<file path="src/rtl/uart_pkg.sv">
// ---------------------------------------------------------------------------
// uart_pkg: shared UART receive/transmit types and defaults.  Rev 1.0
// ---------------------------------------------------------------------------
`default_nettype none

package uart_pkg;

  localparam int OVERSAMPLE_DEFAULT = 16;
  localparam int DATA_BITS_DEFAULT  = 8;

  typedef enum logic [2:0] {
    ST_IDLE      = 3'd0,
    ST_START     = 3'd1,
    ST_DATA      = 3'd2,
    ST_STOP      = 3'd3,
    ST_WAIT_HIGH = 3'd4
  } rx_state_e;

endpackage

`default_nettype wire

</file>
<file path="src/rtl/uart_receiver_if.sv">
// ---------------------------------------------------------------------------
// uart_receiver_if: byte-side outputs of the UART receiver.  Rev 1.0
// ---------------------------------------------------------------------------
`default_nettype none

interface uart_receiver_if
  import uart_pkg::*;
#(
  parameter int DATA_BITS = DATA_BITS_DEFAULT
);

  logic [DATA_BITS-1:0] o_DATA_OUT;
  logic                 o_DATA_VALID;
  logic                 o_FRAME_ERROR;
  logic                 o_BUSY;

  modport master (
    output o_DATA_OUT,
    output o_DATA_VALID,
    output o_FRAME_ERROR,
    output o_BUSY
  );

  modport slave (
    input o_DATA_OUT,
    input o_DATA_VALID,
    input o_FRAME_ERROR,
    input o_BUSY
  );

endinterface

`default_nettype wire

</file>
<file path="src/rtl/uart_rx_sync.sv">
// ---------------------------------------------------------------------------
// uart_rx_sync: two-flop synchronizer for an asynchronous pin.  Rev 1.0
// ---------------------------------------------------------------------------
`default_nettype none

module uart_rx_sync #(
  parameter logic RESET_VALUE = 1'b1
) (
  input  wire logic i_CLK,
  input  wire logic i_RST,
  input  wire logic i_ASYNC,
  output logic      o_SYNC
);

  logic meta_q;
  logic meta_d;
  logic sync_q;
  logic sync_d;

  always_comb begin
    meta_d = i_ASYNC;
    sync_d = meta_q;
  end

  always_ff @(posedge i_CLK) begin
    if (i_RST) begin
      meta_q <= RESET_VALUE;
      sync_q <= RESET_VALUE;
    end else begin
      meta_q <= meta_d;
      sync_q <= sync_d;
    end
  end

  assign o_SYNC = sync_q;

endmodule

`default_nettype wire

</file>
<file path="src/rtl/uart_receiver.sv">
// ---------------------------------------------------------------------------
// uart_receiver: oversampling 8N1 UART receiver with frame-error detection.
// Rev 1.0
// ---------------------------------------------------------------------------
`default_nettype none

module uart_receiver
  import uart_pkg::*;
#(
  parameter int OVERSAMPLE = OVERSAMPLE_DEFAULT,
  parameter int DATA_BITS  = DATA_BITS_DEFAULT
) (
  input  wire logic        i_CLK,
  input  wire logic        i_RST,
  input  wire logic        i_CLK_ENABLE,
  input  wire logic        i_RX,
  uart_receiver_if.master  rx_if
);

  localparam int TICK_W = $clog2(OVERSAMPLE);
  localparam int BIT_W  = $clog2(DATA_BITS + 1);

  localparam logic [TICK_W-1:0] TICK_MID  = TICK_W'(OVERSAMPLE / 2 - 1);
  localparam logic [TICK_W-1:0] TICK_LAST = TICK_W'(OVERSAMPLE - 1);
  localparam logic [TICK_W-1:0] TICK_ONE  = TICK_W'(1);
  localparam logic [BIT_W-1:0]  BIT_LAST  = BIT_W'(DATA_BITS - 1);
  localparam logic [BIT_W-1:0]  BIT_ONE   = BIT_W'(1);

  logic rx_s;

  rx_state_e             state_q,       state_d;
  logic [TICK_W-1:0]     tick_count_q,  tick_count_d;
  logic [BIT_W-1:0]      bit_count_q,   bit_count_d;
  logic [DATA_BITS-1:0]  shift_q,       shift_d;
  logic [DATA_BITS-1:0]  data_out_q,    data_out_d;
  logic                  data_valid_q,  data_valid_d;
  logic                  frame_error_q, frame_error_d;

  uart_rx_sync #(
    .RESET_VALUE (1'b1)
  ) u_rx_sync (
    .i_CLK   (i_CLK),
    .i_RST   (i_RST),
    .i_ASYNC (i_RX),
    .o_SYNC  (rx_s)
  );

  always_ff @(posedge i_CLK) begin
    if (i_RST) begin
      state_q       <= ST_IDLE;
      tick_count_q  <= '0;
      bit_count_q   <= '0;
      shift_q       <= '0;
      data_out_q    <= '0;
      data_valid_q  <= 1'b0;
      frame_error_q <= 1'b0;
    end else begin
      state_q       <= state_d;
      tick_count_q  <= tick_count_d;
      bit_count_q   <= bit_count_d;
      shift_q       <= shift_d;
      data_out_q    <= data_out_d;
      data_valid_q  <= data_valid_d;
      frame_error_q <= frame_error_d;
    end
  end

  // Pulses default low every cycle so they last one clock regardless of tick rate.
  always_comb begin
    state_d       = state_q;
    tick_count_d  = tick_count_q;
    bit_count_d   = bit_count_q;
    shift_d       = shift_q;
    data_out_d    = data_out_q;
    data_valid_d  = 1'b0;
    frame_error_d = 1'b0;

    if (i_CLK_ENABLE) begin
      case (state_q)
        ST_IDLE: begin
          if (!rx_s) begin
            state_d      = ST_START;
            tick_count_d = '0;
          end
        end

        ST_START: begin
          if (tick_count_q == TICK_MID) begin
            if (!rx_s) begin
              state_d      = ST_DATA;
              tick_count_d = '0;
              bit_count_d  = '0;
            end else begin
              state_d = ST_IDLE;
            end
          end else begin
            tick_count_d = tick_count_q + TICK_ONE;
          end
        end

        ST_DATA: begin
          if (tick_count_q == TICK_LAST) begin
            shift_d      = {rx_s, shift_q[DATA_BITS-1:1]};
            tick_count_d = '0;
            bit_count_d  = bit_count_q + BIT_ONE;
            if (bit_count_q == BIT_LAST) begin
              state_d = ST_STOP;
            end
          end else begin
            tick_count_d = tick_count_q + TICK_ONE;
          end
        end

        ST_STOP: begin
          if (tick_count_q == TICK_LAST) begin
            data_out_d   = shift_q;
            tick_count_d = '0;
            if (rx_s) begin
              data_valid_d = 1'b1;
              state_d      = ST_IDLE;
            end else begin
              frame_error_d = 1'b1;
              state_d       = ST_WAIT_HIGH;
            end
          end else begin
            tick_count_d = tick_count_q + TICK_ONE;
          end
        end

        // A held-low (break) line must go high before a new start is accepted.
        ST_WAIT_HIGH: begin
          if (rx_s) begin
            state_d = ST_IDLE;
          end
        end

        default: begin
          state_d = ST_IDLE;
        end
      endcase
    end
  end

  assign rx_if.o_DATA_OUT    = data_out_q;
  assign rx_if.o_DATA_VALID  = data_valid_q;
  assign rx_if.o_FRAME_ERROR = frame_error_q;
  assign rx_if.o_BUSY        = (state_q != ST_IDLE);

endmodule

`default_nettype wire

</file>
<file path="src/flat_wrapper.sv">
// flat-port wrapper written by rule: the top's interface ports become plain ports
module uart_receiver_flat import uart_pkg::*;
#(
  parameter int OVERSAMPLE = OVERSAMPLE_DEFAULT,
  parameter int DATA_BITS  = DATA_BITS_DEFAULT
)
  (i_CLK, i_RST, i_CLK_ENABLE, i_RX, rx_if_o_DATA_OUT, rx_if_o_DATA_VALID, rx_if_o_FRAME_ERROR, rx_if_o_BUSY);
  uart_receiver_if #(.DATA_BITS(DATA_BITS)) rx_if_i ();
  input  wire logic i_CLK;
  input  wire logic i_RST;
  input  wire logic i_CLK_ENABLE;
  input  wire logic i_RX;
  output wire logic [$bits(rx_if_i.o_DATA_OUT)-1:0] rx_if_o_DATA_OUT;
  output wire logic [$bits(rx_if_i.o_DATA_VALID)-1:0] rx_if_o_DATA_VALID;
  output wire logic [$bits(rx_if_i.o_FRAME_ERROR)-1:0] rx_if_o_FRAME_ERROR;
  output wire logic [$bits(rx_if_i.o_BUSY)-1:0] rx_if_o_BUSY;
  assign rx_if_o_DATA_OUT = rx_if_i.o_DATA_OUT;
  assign rx_if_o_DATA_VALID = rx_if_i.o_DATA_VALID;
  assign rx_if_o_FRAME_ERROR = rx_if_i.o_FRAME_ERROR;
  assign rx_if_o_BUSY = rx_if_i.o_BUSY;
  uart_receiver #(.OVERSAMPLE(OVERSAMPLE), .DATA_BITS(DATA_BITS)) u_core (.i_CLK(i_CLK), .i_RST(i_RST), .i_CLK_ENABLE(i_CLK_ENABLE), .i_RX(i_RX), .rx_if(rx_if_i));
endmodule
</file>
<file path="config.mk">
export PLATFORM = sky130hd
export DESIGN_NAME = uart_receiver_flat
export DESIGN_NICKNAME = d
export VERILOG_FILES = /design/src/rtl/uart_pkg.sv /design/src/rtl/uart_receiver_if.sv /design/src/rtl/uart_rx_sync.sv /design/src/rtl/uart_receiver.sv /design/src/flat_wrapper.sv
export SDC_FILE = /design/constraint.sdc
export NUM_CORES = 1
export LEC_CHECK = 0
export BUFFER_PORTS_ARGS = -buffer_cell sky130_fd_sc_hd__clkbuf_2
export CORE_MARGIN = 2
export CORE_UTILIZATION = 51
export DETAILED_ROUTE_END_ITERATION = 7
export GPL_TIMING_DRIVEN = 1
export PLACE_DENSITY = 0.81
export SYNTH_ARGS = -nofsm -noshare
export SYNTH_HDL_FRONTEND = slang
export SYNTH_SLANG_ARGS = --single-unit
export TNS_END_PERCENT = 100
</file>
<file path="constraint.sdc">
create_clock -name i_CLK -period 2.05 [get_ports i_CLK]
set_input_delay 0.615 -clock i_CLK [delete_from_list [all_inputs] [get_ports i_CLK]]
set_output_delay 0.615 -clock i_CLK [all_outputs]
set_load 0.005 [all_outputs]
</file>
Word-level counts from Yosys, hierarchy flattened --
Cells that the tools add are included.
Storage, ports and cells: flip-flop bits (word level) 31, input bits 4, output and inout port bits 11, logic and storage cells 58
Cells by class: $add $sub $neg 2, eq/ne operators 14, mux-type cells 19, bitwise gates (word level) 3, reductions and logical operators 11
Operators by type and width (count):
- 4-bit 2-to-1 mux | 6
- 3-bit 2-to-1 mux | 7
- 3-bit case mux with 5 select lines | 1
- 4-bit case mux with 3 select lines | 1
- 4-bit by 1-bit adder with 4-bit output, second input constant | 2
- 4-bit by 3-bit == test with 1-bit output, second input constant | 2
- 2-bit by 1-bit != test with 1-bit output, second input constant | 4
- 4-bit case mux with 2 select lines | 1
- 7-bit AND reduction | 1
- 3-bit by 2-bit == test with 1-bit output, second input constant | 2
- 2-bit != test, second input constant | 3
- 3-bit AND reduction | 2
- 3-bit nonzero test | 2
- 5-bit AND reduction | 1
- 4-bit == test, second input constant | 1
- 4-bit OR reduction | 1
- 3-bit by 1-bit == test with 1-bit output, second input constant | 1
- 3-bit == test, second input constant | 1
- 3-bit zero test | 1
- 1-bit inverter | 3
- 1-bit 2-to-1 mux | 2
- 2-bit 2-to-1 mux | 1
- 2-bit AND reduction | 1
- 2-bit nonzero test | 1
- 2-bit OR reduction | 1

Depth between registers and ports, before layout --
Gate-level depths: netlist (run 1).
depth after elaboration 4, mapped depth 6, mapped depth without buffers 5

Cells and area by module --
Synthesis (run 1) repeated with hierarchy kept, for this count alone.
Second synthesis, totals: cell total of the unflattened synthesis 149, area total of the unflattened synthesis 1355.0 um^2
Modules (own cells, without submodules):
- uart_receiver | times used 1, cells each 145, area each 1302.5 um^2, seq. area each 580.6 um^2
- uart_rx_sync | times used 1, cells each 4, area each 52.6 um^2, seq. area each 40.0 um^2

Worst setup path before layout (run 1) --
Ideal clock, no wire load.
path kind in2reg, from in i_CLK_ENABLE, to reg u_core.shift_q[0], library setup time 128 ps, data arrival time 1644 ps, data required time 1922 ps, setup slack 278 ps, stages 6, buffers on the path 2, cells stage by stage buf_2 -> nand3_1 -> nor4_1 -> buf_4 -> mux2i_1 -> nor2_1
On the way: cells in the longest elaborated chain, start to end 1
RTL lines:
- start, declared | line flat_wrapper.sv:11 | input wire logic i_CLK_ENABLE;
- 3-bit AND reduction (no line)
- end signal, assigned | line uart_receiver.sv:61 | shift_q <= shift_d;
- end, declared | line uart_receiver.sv:34 | logic [DATA_BITS-1:0] shift_q, shift_d;
Every way passes these cells. A chain may end at the register's enable or synchronous reset.

Worst setup path after layout (run 1) --
from reg u_core.state_q[2], to out rx_if_o_BUSY
On the way: cells in the longest elaborated chain, start to end 1
RTL lines:
- start, declared | line uart_receiver.sv:31 | rx_state_e state_q, state_d;
- start signal, assigned | line uart_receiver.sv:58 | state_q <= state_d;
- 3-bit nonzero test | line uart_receiver.sv:147 | assign rx_if.o_BUSY = (state_q != ST_IDLE);
- end, declared | line flat_wrapper.sv:16 | output wire logic [$bits(rx_if_i.o_BUSY)-1:0] rx_if_o_BUSY;
Every way passes these cells.

==> parameters.txt, run 1 <==
Parameter                              Value

Status
  Run status ... finished, final reports clean

Clock tree
  Total clock buffers created by CTS ... 5
  Clock tree from TritonCTS ... yes
  CTS Root Buffer Type ... sky130_fd_sc_hd__clkbuf_4
  Clock latency on the worst-skew pair ... 0.34 ns
  Total of cells resized after clock tree synthesis ... 0
  CTS H-tree depth ... 2
  Post-CTS Setup Bufs ... 0
  Max clock buf depth ... 2
  Clock sink total ... 31
  Cts-stage hold buffer count ... 0
  Post-CTS clock slew at the launch and capture registers of the worst setup and hold paths ... 0.09 ns

Finish
  Fraction of layout cells with a size suffix above 1 ... 0.230
  Fill cell instance count of the final layout ... 235
  Fin nets ... 170
  Diodes inserted ... 0
  Utilization after layout ... 0.624
  Post-synthesis to final-layout area growth ... 13.2%
  Commonest cells after routing, fill and taps aside ... 31 x sky130_fd_sc_hd__dfxtp_1, 21 x sky130_fd_sc_hd__nor2_1, 16 x sky130_fd_sc_hd__mux2i_1, 14 x sky130_fd_sc_hd__clkbuf_2, 7 x sky130_fd_sc_hd__o21ai_0
  Most common cell after layout, fill and taps aside ... sky130_fd_sc_hd__dfxtp_1

Timing
  Headroom to the max-slew limit ... 0.667
  Final period utilization ... 0.954
  Final Hold Viols ... 0
  Max frequency ... 511 MHz
  Setup-failing EPs final ... 0
  Final critical delay including setup and external delays ... around 2 ns
  Clock Skews ... 0.00825 ns
  Least-Margin Pin Slew ... approximately 0.50 ns
  RSZ-0062 raised after global routing ... no
  Final TNS setup ... 0 ns
  Number of slew-limit violations in the final report ... 0

Hold path
  Path class of the lowest-slack min-delay path ... flop to flop
  Number of instances on the worst hold path ... 1

Detailed routing
  First-pass iteration count of the detailed router ... 4
  Number of nets with antenna violations after routing ... 0
  Total Wirelength ... 2.77 mm
  Via total after detailed routing ... approximately 1,200
  Final routed DRC violation total ... 0
  WL per Instance ... 14.2 um
  DRC marker count from the first detailed-route iteration ... 66
  Routed vias/inst ... 5.91

Yosys
  Share of synthesized area occupied by flip-flops and latches ... 0.446
  Synth Register Bits ... 31
  Synthesized instance count ... approximately 150
  Mapped cell area ... 0.00139 sq mm
  Post-synthesis area per instance ... roughly 9.5 sq um
  Post-Synthesis Net Count ... approximately 150
  Library cell with the largest summed area after synthesis ... sky130_fd_sc_hd__dfxtp_1
  Number of unique standard cell types used by synthesis ... 41
  Dominant cells by area after synthesis ... sky130_fd_sc_hd__dfxtp_1 45%, sky130_fd_sc_hd__mux2i_1 12%, sky130_fd_sc_hd__nor2_1 5.7%
  Share of the synthesized area in the top cell type ... 0.446
  Total number of yosys warnings ... 0

Worst setup path
  Delay contributed by the slowest stage of the critical path ... 0.47 ns
  Crit Path Class ... flop to primary output
  Startpoint type of the worst setup path ... flop
  Register-to-register path setup slack ... 0.12 ns
  CP Data Required Time ... 1.43 ns
  Top fanout value on the critical path ... 14
  Cell with the largest stage delay on the worst path ... sky130_fd_sc_hd__dfxtp_1
  Crit. End Element ... primary output
  Endpoint arrival time on the critical path ... 1.34 ns
  Largest delay share family, worst path ... flip-flops
  CP cell instances ... or3_1 > clkbuf_2
  Number of cells on the critical path ... 2
  Count of buffer and inverter cells on the critical path ... 1
  Count of cells along the worst register-to-register path ... 5

Global route
  Antenna violations before repair ... 0
  Via count of the first global-routing pass ... approximately 1,100
  Total congestion overflow after global routing ... 0
  Maximum number of pins on one net before global-route repair ... 23
  First-pass GRT wire length ... 4.78 mm
  Overall track demand over capacity in global routing ... 0.196

Floorplan
  Floorplan die height ... 56.2 um
  Initial core utilization ... 0.551
  Overall die width ... between 50 and 60 um
  Die Outline Area ... approximately 0.0032 sq mm
  Cell Rows ... 18
  Core area ... 0.00252 sq mm
  # IOs ... 15

Power and ir drop
  Leakage ... 0.629 nW
  Power after layout ... 1.11 mW
  Total power divided by cell area ... 707 mW/mm^2
  Max IR drop VDD ... 0.752 mV

Place
  Number of port buffers ... 14
  Half-perimeter wire length of the detailed placement result ... 1.98 mm
  Final Wtd Congestion ... 0.873

Job
  Max-capacitance violation count ... 0
[cell usage after synthesis, drive strengths merged]
cell and n:
a211o 3, a211oi 1, a21oi 6, a22o 1, a22oi 1, a311o 1, a31o 1, a31oi 1
a32o 3, a41oi 1, and3 3, and3b 2, and4 1, and4b 1, buf 6, clkbuf 4
dfxtp 31, ha 2, inv 3, mux2i 16, nand2 3, nand2b 4, nand3 4, nand3b 2
nand4 1, nor2 21, nor2b 1, nor3 3, nor4 2, nor4b 1, o21ai 7, o31ai 1
o41ai 1, or2 2, or3 3, or3b 1, or4b 1, xor2 1
[path summary, 6_finish.rpt]
| check | from | end |
|---|---|---|
| setup reg to reg | u_core.tick_count_q[0]$_SDFFE_PP0P_ | u_core.state_q[1]$_SDFFE_PP0P_ |
| hold reg to reg | u_core.u_rx_sync.meta_q$_SDFF_PP1_ | u_core.u_rx_sync.o_SYNC$_SDFF_PP1_ |
| hold / removal | u_core.u_rx_sync.meta_q$_SDFF_PP1_ | u_core.u_rx_sync.o_SYNC$_SDFF_PP1_ |
| setup / recovery | u_core.state_q[2]$_SDFFE_PP0P_ | rx_if_o_BUSY |
[metrics by stage]
stage	hold slack [ns]	cell area (sq um)	std cells	worst slack, ns
after floorplan	0.389	1390	147	0.278
after global placement	0.394	1500	187	0.220
after detailed placement	0.400	1500	187	0.133
after CTS	0.423	1570	195	0.0883
after global routing	0.438	1570	195	0.0187
final	0.419	1570	195	0.0942
[area by class of cell]
| class | instances | area [sq um] | share of cell area |
|---|---|---|---|
| Multi-Input combinational cell | 103 | 717 | 0.455 |
| Tap cell | 30 | 37.5 | 0.0238 |
| Clock buffer | 7 | 65.1 | 0.0413 |
| Sequential cell | 31 | 621 | 0.394 |
| Inverter | 3 | 11.3 | 0.00715 |
| Clock inverter | 1 | 7.51 | 0.00477 |
| Timing Repair Buffer | 20 | 115 | 0.0731 |
[cells by family after synthesis]
logic type / after synthesis / share of synthesized area
buf+inv: 13 / 0.0468
compound gates: 28 / 0.145
flops: 31 / 0.446
xor+xnor: 1 / 0.00630
simple gates: 56 / 0.222
fa+ha+maj: 2 / 0.0180
mux: 16 / 0.115
[per-layer routing]
metal	track usage	vias up	routed length (um)
met3	0.0791	7	148
met1	0.220	544	1190
met4	0.109	0	56
met5	0	-	0
met2	0.313	31	1370
li1	-	571	-
[state kept, by name, indices dropped and copies added (netlist names)]
name	cells
u_core.bit_count_q	4
u_core.rx_if.o_DATA_OUT	8
u_core.rx_if.o_DATA_VALID	1
u_core.rx_if.o_FRAME_ERROR	1
u_core.shift_q	8
u_core.state_q	3
u_core.tick_count_q	4
u_core.u_rx_sync.meta_q	1
u_core.u_rx_sync.o_SYNC	1
[report_power, final]
part | internal, mW | switching (mW)
registers | 0.610 | 0.00727
clock network | 0.200 | 0.208
logic | 0.0340 | 0.0537
No activity file was read; power rests on OpenSTA's default activity.
==> run 2, diff against run 1 <==
--- a/config.mk
+++ b/config.mk
@@ -5,11 +5,14 @@
 export SDC_FILE = /design/constraint.sdc
 export NUM_CORES = 1
 export LEC_CHECK = 0
+export ABC_AREA = 1
 export BUFFER_PORTS_ARGS = -buffer_cell sky130_fd_sc_hd__clkbuf_2
 export CORE_MARGIN = 2
 export CORE_UTILIZATION = 51
 export DETAILED_ROUTE_END_ITERATION = 7
+export GPL_ROUTABILITY_DRIVEN = 0
 export GPL_TIMING_DRIVEN = 1
+export HOLD_SLACK_MARGIN = 0.15
 export PLACE_DENSITY = 0.81
 export SYNTH_ARGS = -nofsm -noshare
 export SYNTH_HDL_FRONTEND = slang
==> run 2 against run 1 <==
Against the previous run: via count increased by 2.3%; clock skew decreased by 0.0011 ns; die area decreased by 1.7%; largest power group unchanged; register-to-register slack improved by 0.33 ns; highest routed layer unchanged; global-route usage decreased by 0.92 points.
==> parameters.txt, run 2 <==
Parameter                              Value

Clock tree
  Post-CTS Setup Bufs ... 0 (unchanged)
  Cts-stage hold buffer count ... 0 (unchanged)
  Post-CTS clock slew at the launch and capture registers of the worst setup and hold paths ... 0.10 ns (about the same)
  Total of cells resized after clock tree synthesis ... 0 (unchanged)
  CTS H-tree depth ... 2 (unchanged)
  Clock sink total ... 31 (unchanged)
  CTS Root Buffer Type ... sky130_fd_sc_hd__clkbuf_4
  Clock tree from TritonCTS ... yes
  Max clock buf depth ... 2 (unchanged)
  Clock latency on the worst-skew pair ... 0.33 ns (about the same)
  Total clock buffers created by CTS ... 5 (unchanged)

Finish
  Flip-flop and latch area ... 621 sq um (unchanged)
  Finished Cell Area ... 0.00153 sq mm (-2.9%)
  Combined area of the multi-input logic cells ... 642 sq um (-10%)
  Most common cell after layout, fill and taps aside ... sky130_fd_sc_hd__nor2_1
  Fin nets ... 210 (+24%)
  Fill cell instance count of the final layout ... 229 (-2.6%)
  Post-synthesis to final-layout area growth ... 11.9%
  Diodes inserted ... 0 (unchanged)
  Final instance count without filler cells ... 235 (+21%)
  Commonest cells after routing, fill and taps aside ... 43 x sky130_fd_sc_hd__nor2_1, 31 x sky130_fd_sc_hd__dfxtp_1, 25 x sky130_fd_sc_hd__nand2_1, 20 x sky130_fd_sc_hd__o21ai_0, 14 x sky130_fd_sc_hd__clkbuf_2
  Utilization after layout ... 0.611 (-0.0129)
  Fraction of layout cells with a size suffix above 1 ... 0.215 (-0.0157)

Timing
  Headroom to the max-slew limit ... 0.674 (+0.00729)
  Hold WS ... 0.409 ns (-0.0101 ns)
  RSZ-0062 raised after global routing ... no
  Final period utilization ... 0.830 (-0.125)
  Final Hold Viols ... 0 (unchanged)
  Clock Skews ... 0.00715 ns (-0.00110 ns)
  Number of slew-limit violations in the final report ... 0 (unchanged)
  Setup-failing EPs final ... 0 (unchanged)
  Final critical delay including setup and external delays ... 1.70 ns (-0.255 ns)
  Least-Margin Pin Slew ... 0.488 ns (-0.0108 ns)
  Final TNS setup ... 0 ns (unchanged)
  Max frequency ... 588 MHz (+15%)

Yosys
  Synth Register Bits ... 31 (unchanged)
  Post-synthesis area per instance ... 7.30 sq um (-23%)
  Number of flops mapped to enable cells by yosys ... 0 (unchanged)
  Cell with the most instances after synthesis ... sky130_fd_sc_hd__nor2_1
  Library cell with the largest summed area after synthesis ... sky130_fd_sc_hd__dfxtp_1
  Fraction of registers with async set/reset ... 0 (unchanged)
  Synthesized instance count ... 187 (+27%)
  Top post-synthesis cells by count ... 43 x sky130_fd_sc_hd__nor2_1, 31 x sky130_fd_sc_hd__dfxtp_1, 25 x sky130_fd_sc_hd__nand2_1
  Number of unique standard cell types used by synthesis ... 25 (-39%)
  Share of the synthesized area in the top cell type ... 0.455 (+0.00818)
  Post-Synthesis Net Count ... 193 (+26%)
  Leading register cell type out of synthesis ... sky130_fd_sc_hd__dfxtp_1
  Share of synthesized area occupied by flip-flops and latches ... 0.455 (+0.00818)
  Mapped cell area ... 0.00137 sq mm (-1.8%)
  Dominant cells by area after synthesis ... sky130_fd_sc_hd__dfxtp_1 45%, sky130_fd_sc_hd__nor2_1 12%, sky130_fd_sc_hd__o21ai_0 7.3%
  Total number of yosys warnings ... 0 (unchanged)

Power and ir drop
  Total power divided by cell area ... 796 mW/mm^2 (+13%)
  Leakage ... 0.665 nW (+5.9%)
  Max IR drop VDD ... 0.850 mV (+13%)

Global route
  First-pass GRT wire length ... 4.55 mm (-4.7%)
  Total congestion overflow after global routing ... 0 (unchanged)
  Via count of the first global-routing pass ... 1,058 (-7.7%)
  Overall track demand over capacity in global routing ... 0.186 (-0.00922)
  Antenna violations before repair ... 0 (unchanged)
  Maximum number of pins on one net before global-route repair ... 21 (-8.7%)

Hold path
  Path class of the lowest-slack min-delay path ... flop to flop

Worst setup path
  Largest delay share family, worst path ... flip-flops
  Cell with the largest stage delay on the worst path ... sky130_fd_sc_hd__dfxtp_1
  Delay contributed by the slowest stage of the critical path ... 0.38 ns (-0.09 ns)
  Endpoint arrival time on the critical path ... 1.09 ns (-0.25 ns)
  Crit. End Element ... primary output
  Count of buffer and inverter cells on the critical path ... 1 (unchanged)
  Startpoint type of the worst setup path ... flop
  Top fanout value on the critical path ... 5 (-9)
  CP cell instances ... nor2_1 > nand2_1 > clkbuf_2
  Crit Path Class ... flop to primary output
  CP Data Required Time ... 1.43 ns (about the same)

Place
  Placed Area ... 0.00145 sq mm (-3.7%)
  Number of port buffers ... 14 (unchanged)
  Count of placed standard cells including taps ... 227 (+21%)
  Half-perimeter wire length of the detailed placement result ... 1.92 mm (-3.1%)

Detailed routing
  WL per Instance ... 11.0 um (-22%)
  Final routed DRC violation total ... 0 (unchanged)
  Routed vias/inst ... 5.02 (-15%)
  DRC marker count from the first detailed-route iteration ... 20 (-70%)
  Total Wirelength ... 2.60 mm (-6.3%)
  Number of nets with antenna violations after routing ... 0 (unchanged)
  First-pass iteration count of the detailed router ... 4 (unchanged)
  Via total after detailed routing ... 1,180 (+2.3%)

Floorplan
  # IOs ... 15 (unchanged)
  Die Outline Area ... 0.00311 sq mm (-1.7%)
  Floorplan die height ... 55.7 um (-0.84%)
  Core area ... 0.00250 sq mm (-0.89%)
  Cell Rows ... 18 (unchanged)
  Initial core utilization ... 0.546 (-0.00505)
  Overall die width ... 55.7 um (-0.84%)

Status
  Run status ... finished, final reports clean

Job
  Max-capacitance violation count ... 0 (unchanged)
[run 2: changes by cell type after synthesis, moves of 5 or more]
cell                      change
sky130_fd_sc_hd__nand2_1     +22
sky130_fd_sc_hd__nand2_2      +5
sky130_fd_sc_hd__o21ai_0     +13
sky130_fd_sc_hd__inv_2        +5
sky130_fd_sc_hd__nand3_1      +7
sky130_fd_sc_hd__inv_1        +9
sky130_fd_sc_hd__nor2_1      +22
sky130_fd_sc_hd__mux2i_1     -16
[run 2: logic make-up (layout without fill, tap and decap cells)]
family,count (synthesis),count (layout),share of synthesized area
AND/OR/NAND/NOR,95,95,0.308
AO/OA/AOI/OAI,34,34,0.131
flip-flops,31,31,0.455
buffers and inverters,23,41,0.0752
adder cells (fa/ha/maj),2,2,0.0183
XOR/XNOR,2,2,0.0128
[run 2: power breakdown]
group          internal [mW]  switching (mW)  total [mW]
registers              0.613          0.0151       0.628
clock network          0.256           0.221       0.477
logic                 0.0400          0.0711       0.111
[run 2: area by class of cell]
type                    instances  area share
inverters                      18      0.0450
clock inverters                 3      0.0287
repair buffers                 15      0.0508
clock buffers                   5      0.0246
flip-flops and latches         31       0.406
multi-input cells             133       0.420
well taps                      30      0.0246
[run 2: metrics by stage]
stage | total power, mW | setup WS (ns)
floorplan | 0.724 | 0.694
finish | 1.22 | 0.349
global placement | 0.748 | 0.474
detailed placement | 0.753 | 0.429
global route | 1.28 | 0.254
CTS | 1.23 | 0.341
[run 2: metal layers]
layer	vias up	share of wire	track usage
li1	632	-	-
met5	-	0	0
met1	525	0.48	0.232
met4	0	0.012	0.0557
met2	19	0.46	0.299
met3	4	0.045	0.0698
[run 2: worst register-to-register path, delay by kind of cell, from the launching register on]
family / cells / cell delay (ns)
adders and majority gates: 1 / 0.26
DFF: 1 / 0.40
buffers and inverters: 1 / 0.19
and+or+nand+nor: 5 / 0.70
[run 2: worst paths after layout]
check | start | end | slack (ns) | cells after the start
hold / removal | u_core.u_rx_sync.meta_q$_SDFF_PP1_ | u_core.u_rx_sync.o_SYNC$_SDFF_PP1_ | 0.41 | 1
hold reg to reg | u_core.u_rx_sync.meta_q$_SDFF_PP1_ | u_core.u_rx_sync.o_SYNC$_SDFF_PP1_ | 0.41 | 1
setup reg to reg | u_core.tick_count_q[0]$_SDFFE_PP0P_ | u_core.rx_if.o_DATA_OUT[6]$_SDFFE_PP0P_ | 0.45 | 7
setup / recovery | u_core.state_q[1]$_SDFFE_PP0P_ | rx_if_o_BUSY | 0.35 | 3
==> run 3, diff against run 2 <==
--- a/config.mk
+++ b/config.mk
@@ -13,7 +13,7 @@
 export GPL_ROUTABILITY_DRIVEN = 0
 export GPL_TIMING_DRIVEN = 1
 export HOLD_SLACK_MARGIN = 0.15
-export PLACE_DENSITY = 0.81
+export PLACE_DENSITY = 0.84
 export SYNTH_ARGS = -nofsm -noshare
 export SYNTH_HDL_FRONTEND = slang
 export SYNTH_SLANG_ARGS = --single-unit
==> constraint.sdc (replaced) <==
create_clock -name i_CLK -period 1.5 [get_ports i_CLK]
set_input_delay 0.45 -clock i_CLK [delete_from_list [all_inputs] [get_ports i_CLK]]
set_output_delay 0.45 -clock i_CLK [all_outputs]
set_load 0.005 [all_outputs]
==> run 3 against run 2 <==
Against the previous run: utilization up 1.3 points; combinational power rose by 46%; non-clock buffer count rose by 3; count of clock-buffer cells in the layout increased by 2; die area did not move; final cell count increased by 1.3%; via count rose by 1.8%.
==> parameters.txt, run 3 (synthesis gave the netlist of run 2 again) <==
Parameter                              Value

Floorplan
  Overall die width ... 55.7 um (unchanged)
  Floorplan die height ... 55.7 um (unchanged)
  Die Outline Area ... 0.00311 sq mm (unchanged)
  # IOs ... 15 (unchanged)
  Initial core utilization ... 0.546 (unchanged)
  Cell Rows ... 18 (unchanged)
  Core area ... 0.00250 sq mm (unchanged)

Timing
  Hold WS ... 0.305 ns (-0.104 ns)
  Final Hold Viols ... 0 (unchanged)
  Least-Margin Pin Slew ... 0.236 ns (-0.253 ns)
  Clock Skews ... 0.00968 ns (+0.00253 ns)
  Final critical delay including setup and external delays ... 1.41 ns
  Setup-failing EPs final ... 0 (unchanged)
  Headroom to the max-slew limit ... 0.843 (+0.169)
  Final period utilization ... 0.942
  Max frequency ... 708 MHz
  Number of slew-limit violations in the final report ... 0 (unchanged)

Job
  Max-capacitance violation count ... 0 (unchanged)

Global route
  First-pass GRT wire length ... 4.31 mm (-5.3%)
  Antenna violations before repair ... 0 (unchanged)
  Total congestion overflow after global routing ... 0 (unchanged)
  Maximum number of pins on one net before global-route repair ... 21 (unchanged)
  Via count of the first global-routing pass ... 1,048 (-0.95%)
  Overall track demand over capacity in global routing ... 0.179 (-0.00749)

Clock tree
  Total clock buffers created by CTS ... 5 (unchanged)
  CTS H-tree depth ... 2 (unchanged)
  CTS Root Buffer Type ... sky130_fd_sc_hd__clkbuf_4
  Clock sink total ... 31 (unchanged)
  Post-CTS clock slew at the launch and capture registers of the worst setup and hold paths ... 0.09 ns (about the same)
  Cts-stage hold buffer count ... 0 (unchanged)
  Clock latency on the worst-skew pair ... 0.33 ns (about the same)
  Max clock buf depth ... 2 (unchanged)
  Clock tree from TritonCTS ... yes

Detailed routing
  First-pass iteration count of the detailed router ... 4 (unchanged)
  WL per Instance ... 11.0 um (-0.77%)
  DRC marker count from the first detailed-route iteration ... 26 (+30%)
  Routed vias/inst ... 5.05 (+0.50%)
  Final routed DRC violation total ... 0 (unchanged)
  Via total after detailed routing ... 1,201 (+1.8%)
  Total Wirelength ... 2.61 mm (+0.50%)
  Number of nets with antenna violations after routing ... 0 (unchanged)

Power and ir drop
  Leakage ... 0.669 nW (+0.61%)
  Total power divided by cell area ... 950 mW/mm^2 (+19%)
  Max IR drop VDD ... 0.717 mV (-16%)

Finish
  Fraction of layout cells with a size suffix above 1 ... 0.260 (+0.0450)
  Post-synthesis to final-layout area growth ... 14.2%
  Most common cell after layout, fill and taps aside ... sky130_fd_sc_hd__nor2_1
  Fin nets ... 213 (+1.4%)
  Commonest cells after routing, fill and taps aside ... 42 x sky130_fd_sc_hd__nor2_1, 26 x sky130_fd_sc_hd__dfxtp_1, 24 x sky130_fd_sc_hd__nand2_1, 20 x sky130_fd_sc_hd__o21ai_0, 14 x sky130_fd_sc_hd__clkbuf_2
  Finished Cell Area ... 0.00156 sq mm (+2.0%)
  Final instance count without filler cells ... 238 (+1.3%)
  Diodes inserted ... 0 (unchanged)

Worst setup path
  Cell with the largest stage delay on the worst path ... sky130_fd_sc_hd__dfxtp_2
  Count of buffer and inverter cells on the critical path ... 1 (unchanged)
  CP Data Required Time ... 1.05 ns (-0.38 ns)
  CP cell instances ... nor2_4 > nand2_1 > clkbuf_2
  Crit. End Element ... primary output
  Delay contributed by the slowest stage of the critical path ... 0.37 ns (about the same)
  Endpoint arrival time on the critical path ... 0.96 ns (-0.13 ns)
  Top fanout value on the critical path ... 6 (+1)
  Startpoint type of the worst setup path ... flop
  Number of cells on the critical path ... 3 (unchanged)
  Count of cells along the worst register-to-register path ... 8 (+1)
  Crit Path Class ... flop to primary output
  Largest delay share family, worst path ... flip-flops

Place
  Count of placed standard cells including taps ... 229 (+0.88%)
  Number of port buffers ... 14 (unchanged)
  Half-perimeter wire length of the detailed placement result ... 1.86 mm (-2.7%)
  Placed Area ... 0.00146 sq mm (+1.0%)

Status
  Run status ... finished, final reports clean

Hold path
  Path class of the lowest-slack min-delay path ... input pin to flop
  Number of instances on the worst hold path ... 2 (+1)
[run 3: cell count changes in the layout (fill, tap and decap cells not counted), moves of 2 or more]
cell,delta
sky130_fd_sc_hd__clkbuf_1,+2
sky130_fd_sc_hd__nor2_4,+2
sky130_fd_sc_hd__dfxtp_1,-5
sky130_fd_sc_hd__buf_4,+3
sky130_fd_sc_hd__dfxtp_2,+4
[run 3: where the power goes]
group          switching, mW  leakage (nW)  total, mW  internal, mW
registers             0.0220         0.253      0.862         0.840
clock network          0.274        0.0293      0.457         0.182
logic                 0.0992         0.387      0.162        0.0633
total                  0.395         0.669       1.48          1.09
[run 3: final timing paths]
check | slack [ns] | end | startpoint
max reg2reg | 0.13 | u_core.bit_count_q[0]$_SDFFE_PP0P_ | u_core.tick_count_q[0]$_SDFFE_PP0P_
max | 0.09 | rx_if_o_BUSY | u_core.state_q[0]$_SDFFE_PP0P_
min reg2reg | 0.42 | u_core.u_rx_sync.o_SYNC$_SDFF_PP1_ | u_core.u_rx_sync.meta_q$_SDFF_PP1_
min | 0.30 | u_core.u_rx_sync.meta_q$_SDFF_PP1_ | i_RX
[run 3: per-layer routing]
metal | up-vias | GRT usage | share of wire
met2 | 26 | 0.264 | 0.43
met4 | 0 | 0.105 | 0.018
li1 | 636 | - | -
met1 | 534 | 0.233 | 0.50
met3 | 5 | 0.0488 | 0.044
met5 | - | 0 | 0
[run 3: metrics by stage]
step / total power, mW / utilization / setup TNS [ns] / setup slack, ns
2_1_floorplan: 0.990 / - / 0 / 0.146
3_3_place_gp: 1.03 / 0.585 / 0 / 0.0380
3_5_place_dp: 1.03 / 0.585 / -0.139 / -0.0280
4_1_cts: 1.48 / 0.607 / 0 / 0.00573
5_1_grt: 1.56 / 0.624 / -0.000875 / -0.000786
6_report: 1.48 / 0.624 / 0 / 0.0867
[run 3: worst reg2reg max path: stages, from the launching register on]
cell and delay (ns):
sky130_fd_sc_hd__dfxtp_4 0.37, sky130_fd_sc_hd__ha_4 0.15, sky130_fd_sc_hd__nand2_1 0.06, sky130_fd_sc_hd__nor2_1 0.09, sky130_fd_sc_hd__nor2_1 0.06, sky130_fd_sc_hd__nor2_2 0.22
sky130_fd_sc_hd__nand3_2 0.14, sky130_fd_sc_hd__o21ai_1 0.13, sky130_fd_sc_hd__inv_1 0.04
[run 3: layout make-up]
cell class | count | area [sq um]
Clock buffer | 7 | 45.0
Clock inverter | 1 | 5.00
Fill cell | 240 | 941
Inverter | 18 | 68.8
Multi-Input combinational cell | 133 | 673
Sequential cell | 31 | 629
Tap cell | 30 | 37.5
Timing Repair Buffer | 18 | 100
[run 3: what timing repair did]
item                                    CTS  global route
pin swaps                                 0             2
resized for setup                         2            11
setup buffers                             0             1
endpoints found under the setup margin    9            24
